--- config.mk ---
export PLATFORM = sky130hd
export DESIGN_NAME = sequence_player
export DESIGN_NICKNAME = d
export VERILOG_FILES = /design/src/rtl/sequence_player.sv
export SDC_FILE = /design/constraint.sdc
export NUM_CORES = 1
export LEC_CHECK = 0
export CORE_MARGIN = 2
export CORE_UTILIZATION = 50
export DETAILED_ROUTE_END_ITERATION = 6
export HOLD_SLACK_MARGIN = 0.08
export PLACE_DENSITY = 0.78
export SYNTH_ARGS = -nofsm -noshare
export SYNTH_HDL_FRONTEND = slang
export SYNTH_SLANG_ARGS = --single-unit
export TNS_END_PERCENT = 1
--- constraint.sdc ---
create_clock -name clk -period 2.2 [get_ports clk]
set_input_delay 0.66 -clock clk [delete_from_list [all_inputs] [get_ports clk]]
set_output_delay 0.66 -clock clk [all_outputs]
set_load 0.02 [all_outputs]
--- src/rtl/sequence_player.sv ---
// Plays a stored 4-bit symbol sequence on the LEDs: each step is one fetch cycle, a lit phase and a dark gap.
// Optional abort input is enabled by defining PLAYER_ABORT_EN.
//
//   state | meaning
//   IDLE  | waiting for start; outputs quiet, rd_addr = 0
//   FETCH | step index presented on rd_addr for one cycle
//   SHOW  | symbol lit for ON_CYCLES cycles
//   GAP   | LEDs dark for OFF_CYCLES cycles, then next step or DONE
//   DONE  | one cycle; produces the done pulse, returns to IDLE
module sequence_player #(
   parameter int ON_CYCLES  = 50,
   parameter int OFF_CYCLES = 20,
   parameter int MAX_LEN    = 16
) (
   input  logic                       clk,
   input  logic                       reset,
   input  logic                       start,
   input  logic [4:0]                 length,
   output logic [$clog2(MAX_LEN)-1:0] rd_addr,
   input  logic [3:0]                 rd_data,
   output logic [9:0]                 led,
   output logic                       busy,
   output logic                       done
`ifdef PLAYER_ABORT_EN
   ,
   input  logic                       abort
`endif
);

   localparam int AW   = $clog2(MAX_LEN);
   localparam int MAXC = (ON_CYCLES > OFF_CYCLES) ? ON_CYCLES : OFF_CYCLES;
   localparam int CW   = $clog2(MAXC + 1);

   localparam logic [4:0]    LEN_CAP = 5'(MAX_LEN);
   localparam logic [CW-1:0] CNT_ON  = CW'(ON_CYCLES - 1);
   localparam logic [CW-1:0] CNT_OFF = CW'(OFF_CYCLES - 1);
   localparam logic [CW-1:0] CNT_ONE = CW'(1);
   localparam logic [AW-1:0] IDX_ONE = AW'(1);

   typedef enum logic [2:0] {
      IDLE  = 3'd0,
      FETCH = 3'd1,
      SHOW  = 3'd2,
      GAP   = 3'd3,
      DONE  = 3'd4
   } state_t;

   state_t        state, state_nx;
   logic [CW-1:0] cnt, cnt_nx;
   logic [AW-1:0] idx, idx_nx;
   logic [4:0]    len_q, len_nx;
   logic [9:0]    led_nx;
   logic          busy_nx, done_nx;
   logic          abort_hit;

   always_ff @(posedge clk or negedge reset) begin
      if (!reset) begin
         state <= IDLE;
         cnt   <= '0;
         idx   <= '0;
         len_q <= '0;
         led   <= '0;
         busy  <= 1'b0;
         done  <= 1'b0;
      end else begin
         state <= state_nx;
         cnt   <= cnt_nx;
         idx   <= idx_nx;
         len_q <= len_nx;
         led   <= led_nx;
         busy  <= busy_nx;
         done  <= done_nx;
      end
   end

   // idx is held stable through FETCH/SHOW/GAP so the synchronous memory output stays valid
   assign rd_addr = idx;

   always_comb begin
      state_nx  = state;
      cnt_nx    = cnt;
      idx_nx    = idx;
      len_nx    = len_q;
      abort_hit = 1'b0;
      case (state)
         IDLE: begin
            // the done pulse appears in the first IDLE cycle; a start there still belongs to the DONE cycle
            if (start && !done) begin
               len_nx   = (length > LEN_CAP) ? LEN_CAP : length;
               idx_nx   = '0;
               state_nx = (len_nx == 5'd0) ? DONE : FETCH;
            end
         end
         FETCH: begin
            state_nx = SHOW;
            cnt_nx   = CNT_ON;
         end
         SHOW: begin
            if (cnt == '0) begin
               state_nx = GAP;
               cnt_nx   = CNT_OFF;
            end else begin
               cnt_nx = cnt - CNT_ONE;
            end
         end
         GAP: begin
            if (cnt == '0) begin
               if (5'(idx) + 5'd1 == len_q) begin
                  state_nx = DONE;
                  idx_nx   = '0;
               end else begin
                  state_nx = FETCH;
                  idx_nx   = idx + IDX_ONE;
               end
            end else begin
               cnt_nx = cnt - CNT_ONE;
            end
         end
         DONE:    state_nx = IDLE;
         default: state_nx = IDLE;
      endcase
`ifdef PLAYER_ABORT_EN
      if (abort && state != IDLE) begin
         state_nx  = IDLE;
         cnt_nx    = '0;
         idx_nx    = '0;
         abort_hit = 1'b1;
      end
`endif
   end

   always_comb begin
      busy_nx = !abort_hit && (state == FETCH || state == SHOW || state == GAP);
      done_nx = !abort_hit && (state == DONE);
      led_nx  = '0;
      if (!abort_hit && state == SHOW)
         led_nx = (cnt == CNT_ON) ? {6'b0, rd_data} : led;
   end

endmodule

Word-level counts from Yosys, hierarchy flattened
Index checks and enable logic that the tools add are counted.
{ "word_totals": {"in_bits": 12, "regBits": 30} }
{ "op_classes": {"eq_ne": 11, "order_cmp": 1, "reduce_logical": 13, "mux": 16, "n_addsub": 3} }
{ "ops": {"columns": ["cell", "n"], "rows": [
  ["10-bit 2-to-1 mux", 2],
  ["6-bit one-hot mux with 3 select lines", 1],
  ["3-bit 2-to-1 mux", 5],
  ["4-bit 2-to-1 mux", 3],
  ["6-bit 2-to-1 mux", 2],
  ["3-bit one-hot mux with 4 select lines", 1],
  ["2-bit != test, second input constant", 4],
  ["4-bit one-hot mux with 2 select lines", 1],
  ["3-bit by 2-bit == test with 1-bit output, second input constant", 2],
  ["6-bit == test, second input constant", 1],
  ["6-bit logical NOT", 1],
  ["3-bit AND reduction", 2],
  ["6-bit by 1-bit subtractor with 6-bit output, second input constant", 1],
  ["4-bit by 1-bit adder with 5-bit output, second input constant", 1],
  ["5-bit == test", 1],
  ["5-bit greater-than comparator, second input constant", 1],
  ["5-bit logical NOT", 1],
  ["5-bit 2-to-1 mux", 1],
  ["4-bit by 1-bit adder with 4-bit output, second input constant", 1],
  ["2-bit AND reduction", 2],
  ["3-bit by 1-bit == test with 1-bit output, second input constant", 1],
  ["3-bit == test, second input constant", 1],
  ["3-bit logical NOT", 1],
  ["3-bit nonzero test", 1],
  ["5 further kinds", 6]
]} }

Depth between registers and ports, before layout
Gate-level depths: netlist of the first run.
{ "logic_depth": {"word_depth": 6, "mapped_depth": 8, "ltp_nobuf": 7} }

Least setup slack after synthesis of the first run
No wires, ideal clock.
{ "synth_timing": {"path_type": "register to register", "start": "register idx[0] (netlist: rd_addr[0])", "end": "register idx[2] (netlist: rd_addr[2])", "synth_period_minus_slack_ps": 1783, "path_stages_with_launch": 7, "path_buffers": 0, "arrival_ps": 1662, "setup_ps": 121, "slack_ps": 417, "path_cell_list": "dfrtp_1 ha_1 xnor2_1 o211ai_1 nor4_1 o31ai_1 a22o_1"} }
{ "synth_between": {"elab_chain_cells": 5, "elab_cells_between_ends": 6, "cone_classes": "2 x add/sub; 1 x eq/ne; 3 x mux"} }
{ "synth_rtl": {"columns": ["item", "line_no", "rtl"], "rows": [
  ["from (decl)", "50", "logic [AW-1:0] idx, idx_nx;"],
  ["from (signal assigned)", "68", "idx <= idx_nx;"],
  ["4-bit by 1-bit adder with 5-bit output", "108", "if (5'(idx) + 5'd1 == len_q) begin"],
  ["5-bit == test", "108", null],
  ["4-bit 2-to-1 mux *", "108", null],
  ["4-bit 2-to-1 mux *", "107", "if (cnt == '0) begin"],
  ["4-bit one-hot mux with 2 select lines *", "85", "case (state)"]
]} }
Mark *: on every way between the ends. The rest lies on a longest branch, timed or not. The select of a mux whose other input is x is not followed.
A chain may end at the register's enable or synchronous reset.

Final worst setup path of the first run
{ "layout_timing": {"start": "register idx[0] (netlist: rd_addr[0])", "end": "output rd_addr[0]"} }
{ "layout_lines": {"columns": ["item", "line_no", "rtl"], "rows": [
  ["to (decl)", "19", "output logic [$clog2(MAX_LEN)-1:0] rd_addr,"]
]} }
No word-level cell between the ends.

==> results of run 1 <==
## cell usage after synthesis, types with 2 or more instances
library cell / instances / share of area
dfrtp_1: 24 / 0.43
nor2_1: 13 / 0.035
inv_1: 10 / 0.027
nand2_1: 9 / 0.024
o21ai_0: 9 / 0.033
a21oi_1: 6 / 0.022
buf_4: 6 / 0.033
nand3b_1: 5 / 0.027
ha_1: 4 / 0.036
mux2i_1: 4 / 0.029
a22o_1: 3 / 0.019
o2bb2ai_1: 3 / 0.019
o31ai_1: 3 / 0.016
xnor2_1: 3 / 0.019
a21o_1: 2 / 0.011
and2_1: 2 / 0.0090
buf_2: 2 / 0.0072
clkbuf_1: 2 / 0.0054
mux2_2: 2 / 0.016
nand2b_1: 2 / 0.0090
nand3_1: 2 / 0.0072
nand4_1: 2 / 0.0090
nor2b_1: 2 / 0.0090
nor3_1: 2 / 0.0072
xor2_1: 2 / 0.013
## power by group
group	internal, mW	leakage, nW	switching (mW)
Clock	0.0637	0.0138	0.116
Combinational	0.350	0.409	0.411
Sequential	0.584	0.300	0.187
## layer usage
layer	vias to the layer above	GRT usage	routed length (um)
met5	-	0	0
met4	0	0.06803	19
met3	4	0.02995	87
met2	24	0.2990	1323
met1	548	0.2290	1206
li1	546	-	-
## worst min-delay path, delay by kind of cell, from the launching register on
kind          cells  cell delay [ns]
flops             1             0.36
simple gates      1             0.08
mux               1             0.07
## final timing paths
kind / startpoint / to / slack (ns) / depth (start not counted)
worst min-delay path: led[0] / led[0] / 0.54 / 2
min in group asynchronous: reset / busy / 0.70 / 2
max in group asynchronous: reset / rd_addr[2] / 1.24 / 2
worst max-delay path: rd_addr[0] / rd_addr[0] / 0.10 / 1
worst max register to register: cnt[0] / cnt[0] / 0.22 / 7
worst min register to register: led[0] / led[0] / 0.54 / 2
## layout make-up
cell class / instances / area [um2]
inverters: 10 / 37.54
well taps: 31 / 38.79
flip-flops and latches: 24 / 601.8
repair buffers: 23 / 225.2
fillers: 233 / 1060
clock buffers: 3 / 22.52
multi-input cells: 106 / 700.7
## cells in the final DEF (no fill, tap or decap), types with 4 or more instances in the layout
| master | count |
|---|---|
| a21oi_1 | 6 |
| nand2_1 | 9 |
| inv_1 | 10 |
| o21ai_0 | 9 |
| mux2i_1 | 4 |
| nor2_1 | 13 |
| ha_1 | 4 |
| dfrtp_1 | 23 |
| conb_1 | 6 |
| clkdlybuf4s50_1 | 21 |
| nand3b_1 | 5 |
## flip-flops by register name, indices dropped and copies added (netlist names)
name / flops
busy: 1
led: 4
done: 1
state: 3
rd_addr: 4
len_q: 5
cnt: 6
## logic make-up after synthesis
kind of cell             synth area share
AO/OA/AOI/OAI                      0.1891
XOR/XNOR                          0.03168
other                            0.002712
multiplexers                      0.04525
adder cells (fa/ha/maj)           0.03620
buffers and inverters             0.07240
flip-flops                         0.4344
AND/OR/NAND/NOR                    0.1883
## through the flow
step	setup WS, ns	power, mW	hold WS (ns)
global placement	0.2727	1.497	0.5076
detailed placement	0.2405	1.541	0.5289
global route	0.02906	1.859	0.5920
finish	0.1006	1.712	0.5423
CTS	0.05476	1.729	0.5579
floorplan	0.4171	1.312	0.3644
==> out/summary.txt, run 1 <==
CTS tree: yes
arrival time of data at the critical path endpoint: 1.44 ns
GRT Residual Overflow: 0
wirelength, routed: 2636 um
die width: 56.59 um
clock tree buffer depth: 2
initial antenna violation count: 0
first-pass GRT wire length: 4526 um
Worst setup EP type: output pin
First DRT Iteration DRCs: 31
EDFF count, synth: 0
async set-reset flop share out of synthesis: 1.000
run status: completed
count of state elements after synthesis: 24
effective utilization at floorplan: 0.5147
Yosys warnings: 0
max-slew violation total from the final report: 0
final-report hold violation count: 0
Antenna Cells: 0
maximum VDD drop: 0.6441 mV
Clock Pin Slew Worst Setup and Hold Paths: 0.12 ns
I/O Pins: 28
vias per std cell: 5.695
required time of the critical path: 1.54 ns
Vert. Die Dim: 56.59 um
Final Instance Count excl. Fillers: 197
fin crit share: 0.9543
Synth-to-Final Area Change: 17.65%
number of global-route vias before repair: 1081
H-tree depth reported by CTS: 1
clock network latency to the later pin of the worst-skew pair: 0.30 ns
setup repair after global routing missed its margin: no
distinct cell type count after synthesis: 46
post-route design area: 1627 um2
Netlist Area Pre-Place: 1383 um2
Synth Instances: 145
largest fanout on the critical path: 6
Placed Area: 1603 um2
ANT nets after route: 0
total track usage: 0.1782
Final TNS setup: 0 ns
number of rows in the core area: 19
core area: 2686 um2
power per cell area: 1053 nW/um2
net count of the finished layout: 184
1st-pass router iterations: 4
Placed Cells: 194
final core utilization: 0.6055
cell with the largest stage delay on the worst path: clkdlybuf4s50_1
buffers and inverters on the worst path: 1
post-CTS setup buffer count: 0
per-instance average area after synthesis: 9.535 um2
crit-path leading delay family: buffers and inverters
Worst Hold Class: register to register
number of maximum-capacitance violations: 0
leakage power summed over all cells: 0.7233 nW
cell-by-cell trace of the critical path: clkdlybuf4s50_1
residual DRC count: 0
maximum clock frequency: 476.3 MHz
proportion of synthesized chip area in sequential cells: 0.4344
number of clock sinks seen by CTS: 24
die footprint: 3202 um2
kind of critical path: register to output pin
post-cts repair resize count: 0
Crit path largest cell delay: 0.65 ns
critical path launch point type: register
clock period minus worst slack: 2.099 ns
number of buffers inserted by hold repair at cts: 0
final-report setup violation count: 0
Final Skew: 0.003107 ns
layout cell share with drive strength beyond 1: 0.07229
number of buffers inserted during clock tree synthesis: 3
final weighted congestion of routability-driven global placement: 0.8265
number of port buffers: 21
pin count of the biggest net entering global routing: 25
Primary FF master, synth: dfrtp_1
per-cell routed wire length: 13.38 um
DPL Wire Length: 2031 um
count of vias placed by the detailed router: 1122
root buffer cell: clkbuf_4
(Power assumes the default switching activity.)
==> run 2: changes to the inputs <==
Settings changed: SETUP_SLACK_MARGIN set to 0.4.
==> out/summary.txt, run 2 (synthesis gave the netlist of run 1 again) <==
number of filler cells placed in the layout: 235
per-cell routed wire length: 13.47 um
pin count of the biggest net entering global routing: 25
maximum VDD drop: 0.6376 mV
post-CTS setup buffer count: 0
run status: completed
initial antenna violation count: 0
Worst Hold Class: register to register
maximum clock frequency: 519.2 MHz
number of clock sinks seen by CTS: 24
Final TNS setup: 0 ns
wirelength, routed: 2654 um
Worst setup EP type: output pin
die width: 56.59 um
Synth-to-Final Area Change: 17.65%
net count of the finished layout: 184
clock network latency to the later pin of the worst-skew pair: 0.30 ns
effective utilization at floorplan: 0.5147
number of buffers inserted during clock tree synthesis: 3
power per cell area: 1046 nW/um2
fin crit share: 0.8755
clock tree buffer depth: 2
most common cell after layout, fill and taps aside: dfrtp_1
1st-pass router iterations: 4
cell with the largest stage delay on the worst path: clkdlybuf4s50_1
Placed Cells: 194
Final Skew: 0.004411 ns
kind of critical path: register to output pin
first-pass GRT wire length: 4540 um
cell-by-cell trace of the critical path: clkdlybuf4s50_1
leakage power summed over all cells: 0.7559 nW
number of port buffers: 21
final weighted congestion of routability-driven global placement: 0.8265
clock period minus worst slack: 1.926 ns
Final Instance Count excl. Fillers: 197
vias per std cell: 5.584
crit-path leading delay family: buffers and inverters
layout cell share with drive strength beyond 1: 0.07831
count of vias placed by the detailed router: 1100
Top Registers: cnt (6), len_q (5)
arrival time of data at the critical path endpoint: 1.27 ns
largest fanout on the critical path: 2
number of maximum-capacitance violations: 0
buffers and inverters on the worst path: 1
Vert. Die Dim: 56.59 um
CTS tree: yes
Clock Pin Slew Worst Setup and Hold Paths: 0.11 ns
Antenna Cells: 0
core area: 2686 um2
I/O Pins: 28
critical path launch point type: register
die footprint: 3202 um2
final-report setup violation count: 0
final-report hold violation count: 0
setup repair after global routing missed its margin: yes
Crit path largest cell delay: 0.60 ns
number of rows in the core area: 19
root buffer cell: clkbuf_4
max reg flops: 6
DPL Wire Length: 2031 um
required time of the critical path: 1.54 ns
total track usage: 0.1790
total design power: 1.702 mW
setup slack of the most critical reg-to-reg path: 0.30 ns
commonest cells after routing, fill and taps aside: dfrtp_1, clkdlybuf4s50_1, nor2_1
number of global-route vias before repair: 1076
First DRT Iteration DRCs: 28
max-slew violation total from the final report: 0
Reg with most FFs: cnt
H-tree depth reported by CTS: 1
residual DRC count: 0
GRT Residual Overflow: 0
ANT nets after route: 0
run 2: layout make-up:
| type | count | area, um2 | area share |
|---|---|---|---|
| Clock buffer | 3 | 22.52 | 0.01385 |
| Multi-Input combinational cell | 106 | 701.9 | 0.4315 |
| Inverter | 10 | 37.54 | 0.02308 |
| Sequential cell | 24 | 601.8 | 0.3700 |
| Timing Repair Buffer | 23 | 224.0 | 0.1377 |
| Tap cell | 31 | 38.79 | 0.02385 |
run 2: final timing paths:
kind                             start    endpoint  cells past startpoint
min in group asynchronous        reset      cnt[3]                      2
worst min-delay path            led[0]      led[0]                      2
worst min register to register  led[0]      led[0]                      2
worst max register to register  cnt[0]  rd_addr[0]                      7
worst max-delay path            led[1]      led[1]                      1
max in group asynchronous        reset  rd_addr[2]                      2
run 2: repair_timing:
action,CTS,global route
gates resized for setup,4,3
setup endpoints to repair,18,21
hold buffers,0,0
pin swaps,0,0
run 2: report_power, final:
part / switching (mW) / internal [mW] / leakage (nW)
sequential: 0.185 / 0.584 / 0.300
clock: 0.116 / 0.0637 / 0.0138
combinational: 0.410 / 0.343 / 0.442
total: 0.711 / 0.990 / 0.756
run 2: per-stage QoR:
step | util | instance area (um2) | hold WS, ns | worst slack, ns
2_1_floorplan | - | 1401 | 0.3644 | 0.4171
3_3_place_gp | 0.5966 | 1603 | 0.5076 | 0.2727
3_5_place_dp | 0.5966 | 1603 | 0.5289 | 0.2405
4_1_cts | 0.6041 | 1623 | 0.5579 | 0.1963
5_1_grt | 0.6055 | 1627 | 0.5920 | 0.1634
6_report | 0.6055 | 1627 | 0.5422 | 0.2740
run 2: metal layers:
layer | wire, um | global-route usage | part of all wire | vias up
met4 | 13 | 0.06803 | 0.0049 | 0
met5 | 0 | 0 | 0 | -
met3 | 87 | 0.02995 | 0.033 | 2
met1 | 1224 | 0.2299 | 0.46 | 535
met2 | 1328 | 0.3007 | 0.50 | 18
li1 | - | - | - | 545
==> run 3: changes to the inputs <==
Settings changed: TNS_END_PERCENT 1 to 100.
==> out/summary.txt, run 3 (synthesis gave the netlist of run 1 again) <==
leakage power summed over all cells: 0.8163 nW
1st-pass router iterations: 4
DPL Wire Length: 2031 um
hold endpoint: led[0]
first-pass GRT wire length: 4616 um
clock network latency to the later pin of the worst-skew pair: 0.31 ns
power per cell area: 1080 nW/um2
final core utilization: 0.6456
endpoint of the worst register-to-register path: rd_addr[2]
number of port buffers: 21
required time of the critical path: 1.54 ns
Synth-to-Final Area Change: 25.43%
max-slew violation total from the final report: 0
setup slack of the most critical reg-to-reg path: 0.44 ns
critical path launch point type: register
Final Instance Count excl. Fillers: 207
layout cell share with drive strength beyond 1: 0.1932
Clock Pin Slew Worst Setup and Hold Paths: 0.13 ns
number of maximum-capacitance violations: 0
setup repair after global routing missed its margin: yes
maximum clock frequency: 563.7 MHz
Worst setup EP type: output pin
Antenna Cells: 0
pin count of the biggest net entering global routing: 25
clock tree buffer depth: 2
final-report setup violation count: 0
Placed Area: 1603 um2
post-route design area: 1734 um2
cell-by-cell trace of the critical path: dlygate4sd2_1
per-cell routed wire length: 14.67 um
number of buffers inserted during clock tree synthesis: 3
commonest cells after routing, fill and taps aside: dfrtp_1, nor2_1, buf_4
number of global-route vias before repair: 1080
run status: completed
die width: 56.59 um
launch instance of the worst min-delay path: led[0]
arrival time of data at the critical path endpoint: 1.11 ns
count of vias placed by the detailed router: 1171
total track usage: 0.1814
core area: 2686 um2
I/O Pins: 28
residual DRC count: 0
Placed Cells: 194
ANT nets after route: 0
Worst Hold Class: register to register
buffers and inverters on the worst path: 1
H-tree depth reported by CTS: 1
Crit path largest cell delay: 0.45 ns
root buffer cell: clkbuf_4
Reg with most FFs: cnt
cell with the largest stage delay on the worst path: dfrtp_1
Worst Reg-to-Reg Cells: 6
initial antenna violation count: 0
max reg flops: 6
worst flop-to-flop path startpoint: rd_addr[0]
number of cells on the worst hold path: 2
crit-path leading delay family: flip-flops
Final Skew: 0.005490 ns
kind of critical path: register to output pin
vias per std cell: 5.657
CTS tree: yes
Final TNS setup: 0 ns
net count of the finished layout: 194
effective utilization at floorplan: 0.5147
number of buffers inserted by hold repair at cts: 0
number of rows in the core area: 19
final weighted congestion of routability-driven global placement: 0.8265
GRT Residual Overflow: 0
die footprint: 3202 um2
maximum VDD drop: 0.7475 mV
fin crit share: 0.8063
most common cell after layout, fill and taps aside: dfrtp_1
final-report hold violation count: 0
clock period minus worst slack: 1.774 ns
largest fanout on the critical path: 4
First DRT Iteration DRCs: 35
Top Registers: cnt (6), len_q (5)
wirelength, routed: 3036 um
number of clock sinks seen by CTS: 24
Vert. Die Dim: 56.59 um
## run 3: how the worst max path moves through the flow
stage | cells after the start | startpoint | end
floorplan | 6 | rd_addr[0] | rd_addr[2]
global placement | 4 | start | len_q[4]
detailed placement | 5 | start | rd_addr[0]
CTS | 7 | cnt[1] | rd_addr[0]
global route | 7 | cnt[0] | rd_addr[0]
finish | 1 | rd_addr[1] | rd_addr[1]
## run 3: area by class of cell
type / instances / area, um2
fillers: 224 / 952.2
repair buffers: 33 / 284.0
flip-flops and latches: 24 / 604.3
multi-input cells: 106 / 747.0
clock buffers: 3 / 22.52
well taps: 31 / 38.79
inverters: 10 / 37.54
## run 3: layer usage
metal	global-route usage	up-vias	share of wire
met5	0	-	0
met4	0.06803	0	0.028
met3	0.02995	11	0.036
met2	0.3040	29	0.49
met1	0.2343	565	0.45
li1	-	566	-
## run 3: per-stage QoR
stage / setup slack, ns / hold WS, ns / total power, mW
6_report: 0.4261 / 0.5382 / 1.873
5_1_grt: 0.3649 / 0.5869 / 2.000
4_1_cts: 0.4020 / 0.5527 / 1.728
3_5_place_dp: 0.2405 / 0.5289 / 1.541
3_3_place_gp: 0.2727 / 0.5076 / 1.497
2_1_floorplan: 0.4171 / 0.3644 / 1.312
## run 3: timing repair
item | in CTS | in global routing
buffers inserted | 1 | 9
pin swaps | 2 | 7
endpoints found under the setup margin | 18 | 10
resized for setup | 16 | 10
## run 3: report_power, final
part           internal, mW  total, mW  switching [mW]
clock                0.0640      0.189           0.125
combinational         0.424      0.913           0.489
sequential            0.585      0.771           0.186
total                  1.07       1.87           0.800
